**src/rtl/alu_pkg.sv**
```systemverilog
// ----------------------------------------------------------------------------
// alu_pkg
// Shared definitions for the handshaked ALU pipeline (alu_pipe_hs) and its
// iterative divider (alu_div_iter).
//   - OP_* : 5-bit opcodes, identical to the CPU's ALU opcode encoding.
//   - div_state_t : divider-control FSM states (IDLE, RUN, DONE).
//   - FLAG_* : bit positions inside out_flags when ALU_PIPE_HS_FLAGS_EN is
//     defined (zero / negative / divide-by-zero).
// No ports; import with "import alu_pkg::*;".
// ----------------------------------------------------------------------------
package alu_pkg;

    localparam logic [4:0] OP_ADD  = 5'b00011;
    localparam logic [4:0] OP_SUB  = 5'b00100;
    localparam logic [4:0] OP_AND  = 5'b00101;
    localparam logic [4:0] OP_OR   = 5'b00110;
    localparam logic [4:0] OP_ROR  = 5'b00111;
    localparam logic [4:0] OP_ROL  = 5'b01000;
    localparam logic [4:0] OP_SHR  = 5'b01001;
    localparam logic [4:0] OP_SHRA = 5'b01010;
    localparam logic [4:0] OP_SHL  = 5'b01011;
    localparam logic [4:0] OP_DIV  = 5'b01111;
    localparam logic [4:0] OP_MUL  = 5'b10000;
    localparam logic [4:0] OP_NEG  = 5'b10001;
    localparam logic [4:0] OP_NOT  = 5'b10010;

    typedef enum logic [1:0] {
        ST_IDLE = 2'd0,
        ST_RUN  = 2'd1,
        ST_DONE = 2'd2
    } div_state_t;

    localparam int FLAGS_W   = 3;
    localparam int FLAG_ZERO = 0;
    localparam int FLAG_NEG  = 1;
    localparam int FLAG_DBZ  = 2;

endpackage

```
**src/rtl/alu_div_iter.sv**
```systemverilog
// ----------------------------------------------------------------------------
// alu_div_iter
// Signed iterative restoring divider, one quotient bit per clock.
// Operands are converted to magnitudes on start; signs are re-applied on the
// final step so quot/rem are valid in the same cycle done rises.
//   quotient truncates toward zero, remainder takes the dividend's sign.
//   b == 0 : quot = all ones, rem = a (no early exit).
//   most-negative / -1 : quot = most-negative, rem = 0.
// Ports:
//   clk, clear_n  clock, asynchronous active-low reset
//   start         load a/b and begin (takes priority over iteration)
//   a, b          signed dividend / divisor, DATA_W bits
//   done          high from the final step until the next start
//   quot, rem     signed results, valid while done is high
// ----------------------------------------------------------------------------
module alu_div_iter #(
    parameter int DATA_W = 32
) (
    input  logic              clk,
    input  logic              clear_n,
    input  logic              start,
    input  logic [DATA_W-1:0] a,
    input  logic [DATA_W-1:0] b,
    output logic              done,
    output logic [DATA_W-1:0] quot,
    output logic [DATA_W-1:0] rem
);

    localparam int CW = $clog2(DATA_W);
    localparam logic [CW-1:0]     LAST = CW'(DATA_W - 1);
    localparam logic [DATA_W-1:0] ONE  = DATA_W'(1);

    function automatic logic [DATA_W-1:0] negate(input logic [DATA_W-1:0] x);
        return ~x + ONE;
    endfunction

    logic [DATA_W-1:0] rem_r;
    logic [DATA_W-1:0] quo_r;   // dividend magnitude shifting out, quotient shifting in
    logic [DATA_W-1:0] dvs_r;
    logic [CW-1:0]     cnt_r;
    logic              run_r;
    logic              done_r;
    logic              q_neg_r;
    logic              r_neg_r;

    logic [DATA_W:0]   trial;
    logic [DATA_W-1:0] diff;
    logic              ge;
    logic [DATA_W-1:0] r_next;
    logic [DATA_W-1:0] q_next;

    // One restoring step. The partial remainder is always below the divisor,
    // so a W-bit difference is exact whenever the subtraction is taken.
    always_comb begin
        trial  = {rem_r, quo_r[DATA_W-1]};
        ge     = (trial >= {1'b0, dvs_r});
        diff   = trial[DATA_W-1:0] - dvs_r;
        r_next = ge ? diff : trial[DATA_W-1:0];
        q_next = {quo_r[DATA_W-2:0], ge};
    end

    always_ff @(posedge clk or negedge clear_n) begin
        if (!clear_n) begin
            rem_r   <= '0;
            quo_r   <= '0;
            dvs_r   <= '0;
            cnt_r   <= '0;
            run_r   <= 1'b0;
            done_r  <= 1'b0;
            q_neg_r <= 1'b0;
            r_neg_r <= 1'b0;
        end else if (start) begin
            rem_r   <= '0;
            quo_r   <= a[DATA_W-1] ? negate(a) : a;
            dvs_r   <= b[DATA_W-1] ? negate(b) : b;
            // Division by zero keeps the raw all-ones quotient.
            q_neg_r <= (a[DATA_W-1] ^ b[DATA_W-1]) && (b != '0);
            r_neg_r <= a[DATA_W-1];
            cnt_r   <= '0;
            run_r   <= 1'b1;
            done_r  <= 1'b0;
        end else if (run_r) begin
            if (cnt_r == LAST) begin
                quo_r  <= q_neg_r ? negate(q_next) : q_next;
                rem_r  <= r_neg_r ? negate(r_next) : r_next;
                run_r  <= 1'b0;
                done_r <= 1'b1;
            end else begin
                quo_r <= q_next;
                rem_r <= r_next;
                cnt_r <= cnt_r + CW'(1);
            end
        end
    end

    assign done = done_r;
    assign quot = quo_r;
    assign rem  = rem_r;

endmodule

```
**src/rtl/alu_pipe_hs.sv**
```systemverilog
// ----------------------------------------------------------------------------
// alu_pipe_hs
// Parametrised ALU with valid/ready handshakes on input and output. One
// operand stage (S1) feeds an output register (OUT). All ops except DIV
// complete in S1 in one cycle; DIV runs on alu_div_iter for DATA_W cycles.
//
// Handshake: a transfer happens on any rising edge where valid && ready on
// that interface. in_ready never depends on in_valid; out_result/out_valid
// (and out_flags) hold steady while out_valid && !out_ready.
//
// Optional build macro: ALU_PIPE_HS_FLAGS_EN adds the out_flags port
// (bit0 zero, bit1 negative, bit2 divide-by-zero) registered with out_result.
//
// Ports:
//   clk, clear_n    clock, asynchronous active-low reset
//   in_valid/ready  input handshake; in_a, in_b operands, in_op opcode
//   out_valid/ready output handshake; out_result = {HI, LO}
//   busy            divider iterating (FSM in RUN)
//   out_flags       result flags (only with ALU_PIPE_HS_FLAGS_EN)
//   dbg_state       divider FSM state (div_state_t encoding)
// ----------------------------------------------------------------------------
module alu_pipe_hs
    import alu_pkg::*;
#(
    parameter int DATA_W = 32,
    parameter int SH_W   = $clog2(DATA_W)
) (
    input  logic                clk,
    input  logic                clear_n,
    input  logic                in_valid,
    output logic                in_ready,
    input  logic [DATA_W-1:0]   in_a,
    input  logic [DATA_W-1:0]   in_b,
    input  logic [4:0]          in_op,
    output logic                out_valid,
    input  logic                out_ready,
    output logic [2*DATA_W-1:0] out_result,
    output logic                busy,
`ifdef ALU_PIPE_HS_FLAGS_EN
    output logic [FLAGS_W-1:0]  out_flags,
`endif
    output logic [1:0]          dbg_state
);

    localparam int CW = $clog2(DATA_W);
    localparam logic [CW-1:0]     CNT_LAST = CW'(DATA_W - 1);
    localparam logic [DATA_W-1:0] ONE      = DATA_W'(1);

    // ---------------- S1 operand stage ----------------
    logic              s1_valid;
    logic [DATA_W-1:0] s1_a;
    logic [DATA_W-1:0] s1_b;
    logic [4:0]        s1_op;

    div_state_t        state;
    logic [CW-1:0]     cnt;

    logic              div_done;
    logic [DATA_W-1:0] div_quot;
    logic [DATA_W-1:0] div_rem;

    logic s1_complete;
    logic out_free;
    logic out_load;
    logic in_fire;
    logic div_start;

    assign s1_complete = s1_valid &&
                         ((s1_op != OP_DIV) || ((state == ST_DONE) && div_done));
    assign out_free    = !out_valid || out_ready;
    assign out_load    = s1_complete && out_free;
    // Gated by clear_n so the block advertises nothing while held in reset.
    assign in_ready    = clear_n && (!s1_valid || out_load);
    assign in_fire     = in_valid && in_ready;
    // The divider is loaded straight from the input on the accept edge, so it
    // iterates while S1 holds the DIV and finishes DATA_W edges later.
    assign div_start   = in_fire && (in_op == OP_DIV);

    always_ff @(posedge clk or negedge clear_n) begin
        if (!clear_n) begin
            s1_valid <= 1'b0;
            s1_a     <= '0;
            s1_b     <= '0;
            s1_op    <= '0;
        end else if (in_fire) begin
            s1_valid <= 1'b1;
            s1_a     <= in_a;
            s1_b     <= in_b;
            s1_op    <= in_op;
        end else if (out_load) begin
            s1_valid <= 1'b0;
        end
    end

    // ---------------- divider control FSM ----------------
    always_ff @(posedge clk or negedge clear_n) begin
        if (!clear_n) begin
            state <= ST_IDLE;
            cnt   <= '0;
        end else begin
            case (state)
                ST_IDLE: begin
                    if (div_start) begin
                        state <= ST_RUN;
                        cnt   <= '0;
                    end
                end
                ST_RUN: begin
                    if (cnt == CNT_LAST) begin
                        state <= ST_DONE;
                    end else begin
                        cnt <= cnt + CW'(1);
                    end
                end
                ST_DONE: begin
                    // A new DIV can only be accepted on the edge this one
                    // leaves S1, so restart directly in that case.
                    if (div_start) begin
                        state <= ST_RUN;
                        cnt   <= '0;
                    end else if (out_load) begin
                        state <= ST_IDLE;
                    end
                end
                default: state <= ST_IDLE;
            endcase
        end
    end

    assign busy      = (state == ST_RUN);
    assign dbg_state = state;

    alu_div_iter #(
        .DATA_W (DATA_W)
    ) u_div (
        .clk     (clk),
        .clear_n (clear_n),
        .start   (div_start),
        .a       (in_a),
        .b       (in_b),
        .done    (div_done),
        .quot    (div_quot),
        .rem     (div_rem)
    );

    // ---------------- S1 result ----------------
    logic [SH_W-1:0]     sh;
    logic [2*DATA_W-1:0] prod;
    logic [2*DATA_W-1:0] rot;
    logic [DATA_W-1:0]   lo;
    logic [DATA_W-1:0]   hi;

    assign sh = s1_b[SH_W-1:0];
    // Sign-extended operands make the truncated 2W-bit product the signed one.
    assign prod = {{DATA_W{s1_a[DATA_W-1]}}, s1_a} * {{DATA_W{s1_b[DATA_W-1]}}, s1_b};

    always_comb begin
        lo  = '0;
        hi  = '0;
        rot = '0;
        case (s1_op)
            OP_ADD:  lo = s1_a + s1_b;
            OP_SUB:  lo = s1_a - s1_b;
            OP_AND:  lo = s1_a & s1_b;
            OP_OR:   lo = s1_a | s1_b;
            OP_NEG:  lo = ~s1_b + ONE;
            OP_NOT:  lo = ~s1_b;
            OP_SHR:  lo = s1_a >> sh;
            OP_SHRA: lo = $unsigned($signed(s1_a) >>> sh);
            OP_SHL:  lo = s1_a << sh;
            OP_ROR: begin
                rot = {s1_a, s1_a} >> sh;
                lo  = rot[DATA_W-1:0];
            end
            OP_ROL: begin
                rot = {s1_a, s1_a} << sh;
                lo  = rot[2*DATA_W-1:DATA_W];
            end
            OP_MUL: {hi, lo} = prod;
            OP_DIV: begin
                hi = div_rem;
                lo = div_quot;
            end
            default: ;
        endcase
    end

`ifdef ALU_PIPE_HS_FLAGS_EN
    logic [FLAGS_W-1:0] flags_next;
    logic               wide_op;

    assign wide_op = (s1_op == OP_MUL) || (s1_op == OP_DIV);

    always_comb begin
        flags_next            = '0;
        flags_next[FLAG_ZERO] = ({hi, lo} == '0);
        flags_next[FLAG_NEG]  = wide_op ? hi[DATA_W-1] : lo[DATA_W-1];
        flags_next[FLAG_DBZ]  = (s1_op == OP_DIV) && (s1_b == '0);
    end
`endif

    // ---------------- OUT register ----------------
    always_ff @(posedge clk or negedge clear_n) begin
        if (!clear_n) begin
            out_valid  <= 1'b0;
            out_result <= '0;
`ifdef ALU_PIPE_HS_FLAGS_EN
            out_flags  <= '0;
`endif
        end else if (out_load) begin
            out_valid  <= 1'b1;
            out_result <= {hi, lo};
`ifdef ALU_PIPE_HS_FLAGS_EN
            out_flags  <= flags_next;
`endif
        end else if (out_ready) begin
            out_valid <= 1'b0;
        end
    end

endmodule
```
**config.mk**
```make
export PLATFORM = sky130hd
export DESIGN_NAME = alu_pipe_hs
export DESIGN_NICKNAME = d
export VERILOG_FILES = /design/src/rtl/alu_pkg.sv /design/src/rtl/alu_div_iter.sv /design/src/rtl/alu_pipe_hs.sv
export SDC_FILE = /design/constraint.sdc
export NUM_CORES = 2
export LEC_CHECK = 0
export BUFFER_PORTS_ARGS = -buffer_cell sky130_fd_sc_hd__buf_2
export CORE_MARGIN = 2
export CORE_UTILIZATION = 30
export CTS_CLUSTER_SIZE = 12
export DETAILED_ROUTE_END_ITERATION = 12
export PLACE_DENSITY = 0.48
export SYNTH_ARGS = -nofsm -noshare
export SYNTH_HDL_FRONTEND = slang
export SYNTH_SLANG_ARGS = --single-unit
```
**constraint.sdc**
```tcl
create_clock -name clk -period 10.9 [get_ports clk]
set_clock_uncertainty 0.2 [all_clocks]
set_input_delay 0.545 -clock clk [delete_from_list [all_inputs] [get_ports clk]]
set_output_delay 0.545 -clock clk [all_outputs]
set_load 0.03 [all_outputs]
```
==> results.py <==
metrics = {
    "run_status": {
        "status": "complete, no violations",
    },
    "logic_synthesis": {
        "synth-main-ff-cell": "dfrtp_1",
        "yosysWarnings": 0,
        "synth_seq_cells": 247,
        "synth_area_sq_um": 59600,
        "synthCells": 6883,
        "synth_edf_count": 0,
        "avgSynthCellArea_sq_um": 8.66,
        "synth_nets": 8299,
        "synth-async-reset-ratio_pct": 100,
        "synth-seq-area-share_pct": 10.4,
        "yosys.cell_types.count": 103,
    },
    "timing": {
        "hold_viol_final": 0,
        "finalMaxSlewViolations": 0,
        "fin_crit_sh_pct": 89.8,
        "rsz0062_at_grt": "no",
        "tns_ns": 0,
        "fin_ws_ns": 1.11,
        "worst_slew_pin_slew_ns": 1.28,
        "finalCriticalPeriod_ns": 9.79,
        "relSlewSlack_pct": 14.7,
        "setup_viol": 0,
        "max_freq_mhz": 102,
    },
    "global_routing": {
        "grt_max_degree": 144,
        "antenna_found_initial": 21,
        "grt_pass1_wl_microns": 362000,
        "first_global_vias": 51900,
        "grt_usage_pct": 23.9,
        "grt-ovfl-total": 0,
    },
    "clock_network": {
        "worstSkewPairLatency_ns": 0.59,
        "post_cts_buffers": 0,
        "cts_buffers": 36,
        "cts.sinks": 247,
        "clkTransAtPathRegs_ns": 0.06,
        "ctsResizeCount": 0,
        "cts_tree": "built",
        "root_buffer": "clkbuf_16",
        "cts_max_level": 2,
        "cts_buffer_depth": 3,
    },
    "layout": {
        "final_cell_mix": "fa_1, inv_1, nand2_1",
        "register_area_sq_um": 6220,
        "layout_commonest_cell": "fa_1",
        "drive_gt1_share_pct": 7.85,
        "fillers": 20900,
        "syn2layout_area_growth_pct": 8.00,
        "nets": 8168,
        "multi_input_area_sq_um": 47900,
        "fin_util_pct": 32.6,
        "finalInstanceArea_sq_um": 64400,
    },
    "drt": {
        "wl_per_cell_microns": 25.7,
        "vias": 49800,
        "drc_errors": 0,
        "via_per_inst": 5.29,
        "wl_microns": 242000,
        "drt_first_pass_iters": 6,
        "ant_nets": 0,
        "drt_iter0_drc": 4140,
    },
    "place": {
        "routabilityCongestion": 0.964,
        "port_buffers": 141,
        "pre_cts_ws_ns": 1.19,
        "placed_cell_area_sq_um": 63200,
        "dpl.hpwl_microns": 192000,
    },
    "run": {
        "drv_cap": 0,
    },
    "floorplanning": {
        "dieArea_sq_um": 202000,
        "ios": 142,
        "die_h_microns": 450,
        "start_util_pct": 30.2,
        "core_area_sq_um": 197000,
        "rows": 163,
        "fp.dieW_microns": 450,
    },
    "worst_setup_path": {
        "critical_path.max_fanout": 36,
        "worstPathRequired_ns": 11.11,
        "arrival_ns": 10.01,
        "crit_type": "reg -> reg",
        "crit_path_start_kind": "flop",
        "end_kind": "flop",
    },
    "hold_path": {
        "hold_path_class": "in -> reg",
    },
}
-- state kept, by name (all words and copies together), names as in the netlist --
signal         cells
out_result        64
s1_a              32
s1_b              32
u_div.dvs_r       32
u_div.quot        32
u_div.rem         32
cnt                5
s1_op              5
u_div.cnt_r        5
dbg_state          2
out_valid          1
s1_valid           1
u_div.done         1
u_div.q_neg_r      1
u_div.r_neg_r      1
u_div.run_r        1
-- cell families (layout without fill, tap and decap cells) --
kind of cell | Yosys count | in the layout | share of synthesized area (%)
xor gates and xnor gates | 272 | 272 | 4.00
and+or+nand+nor | 2146 | 2146 | 17.4
other | 0 | 8 | 0
muxes | 204 | 204 | 4.13
DFF | 247 | 247 | 10.4
adders and majority gates | 1343 | 1343 | 41.8
buffers and inverters | 1492 | 1385 | 9.46
AOI/OAI and AO/OA | 1179 | 1179 | 12.8
-- worst paths after layout --
kind | from | to | slack [ns] | cells past startpoint
setup / recovery | s1_a[31] | out_result[59] | 1.11 | 26
hold / removal | in_op[2] | s1_op[2] | 0.03 | 2
setup reg to reg | s1_a[31] | out_result[59] | 1.11 | 26
min in group asynchronous | clear_n | u_div.quot[8] | 0.29 | 2
max in group asynchronous | clear_n | s1_b[24] | 8.06 | 4
hold reg to reg | out_result[15] | out_result[15] | 0.28 | 2
-- area by class of cell --
class / instances / area share [%]
clock buffers: 52 / 1.60
flip-flops and latches: 247 / 9.65
inverters: 1031 / 6.01
well taps: 2640 / 5.13
clock inverters: 10 / 0.243
repair buffers: 292 / 2.93
diodes: 8 / 0.0311
multi-input cells: 5144 / 74.4
-- metal layers --
layer,vias up,track usage [%],wire [microns]
met3,329,3.74,16300
met5,-,0,43
met1,25900,33.1,106000
met2,1812,38.4,112000
li1,21800,-,-
met4,6,6.77,7790
-- worst max-delay path: stages, from the launching register on --
cell	delay (ns)
dfrtp_1	0.60
buf_4	0.49
nand2_1	0.24
inv_1	0.16
fa_1	0.39
inv_1	0.25
fa_1	0.47
inv_1	0.23
fa_1	0.49
fa_1	0.89
inv_1	0.43
fa_1	0.59
inv_1	0.05
fa_1	0.55
fa_1	0.44
fa_1	0.47
ha_1	0.40
a21o_1	0.21
a21o_1	0.18
a21o_1	0.17
a21o_1	0.17
a22oi_1	0.29
nand3b_1	0.16
a21boi_0	0.58
o21ai_0	0.21
xnor2_1	0.19
o22ai_1	0.10
-- repair_timing --
action                     in CTS  in global routing
hold buffers                    1                  0
hold endpoints to repair       43                  0
setup endpoints to repair       0                  0
-- synthesized netlist by cell type, drive strengths merged, types with 11 or more instances --
cell | count | area, sq um
nor2 | 421 | 1580
nand2 | 785 | 2950
a221oi | 56 | 490
a211oi | 30 | 230
xor2 | 148 | 1300
nor2b | 26 | 163
nand2b | 56 | 350
nand4 | 25 | 156
clkbuf | 397 | 1490
mux4 | 26 | 586
or3 | 38 | 244
and2 | 530 | 3320
or2 | 17 | 106
a221o | 11 | 110
a211o | 16 | 141
o31ai | 38 | 295
or4 | 18 | 135
xnor2 | 124 | 1090
a31oi | 45 | 282
mux2i | 100 | 1000
mux2 | 78 | 878
ha | 259 | 3240
o2111ai | 14 | 123
buf | 63 | 265
o41ai | 11 | 104
o22ai | 27 | 169
fa | 1084 | 21700
nor3 | 74 | 370
o221ai | 16 | 140
a22oi | 23 | 173
nand3 | 59 | 295
and3 | 30 | 189
o211ai | 71 | 538
nand3b | 13 | 97.6
dfrtp | 247 | 6180
o21bai | 20 | 150
a21oi | 278 | 1410
o21ai | 320 | 1610
o21a | 25 | 188
inv | 1027 | 3850
a21o | 95 | 714
nor4 | 29 | 181
-- through the flow --
stage,hold WS (ns),instances
floorplan,0.0494,6883
global placement,0.262,9353
detailed placement,0.270,9353
CTS,0.0100,9416
global route,0.0282,9419
finish,0.0304,9424
Power is not shown: default switching activity piles up to over one toggle a cycle in this logic, so the estimate is an artifact.
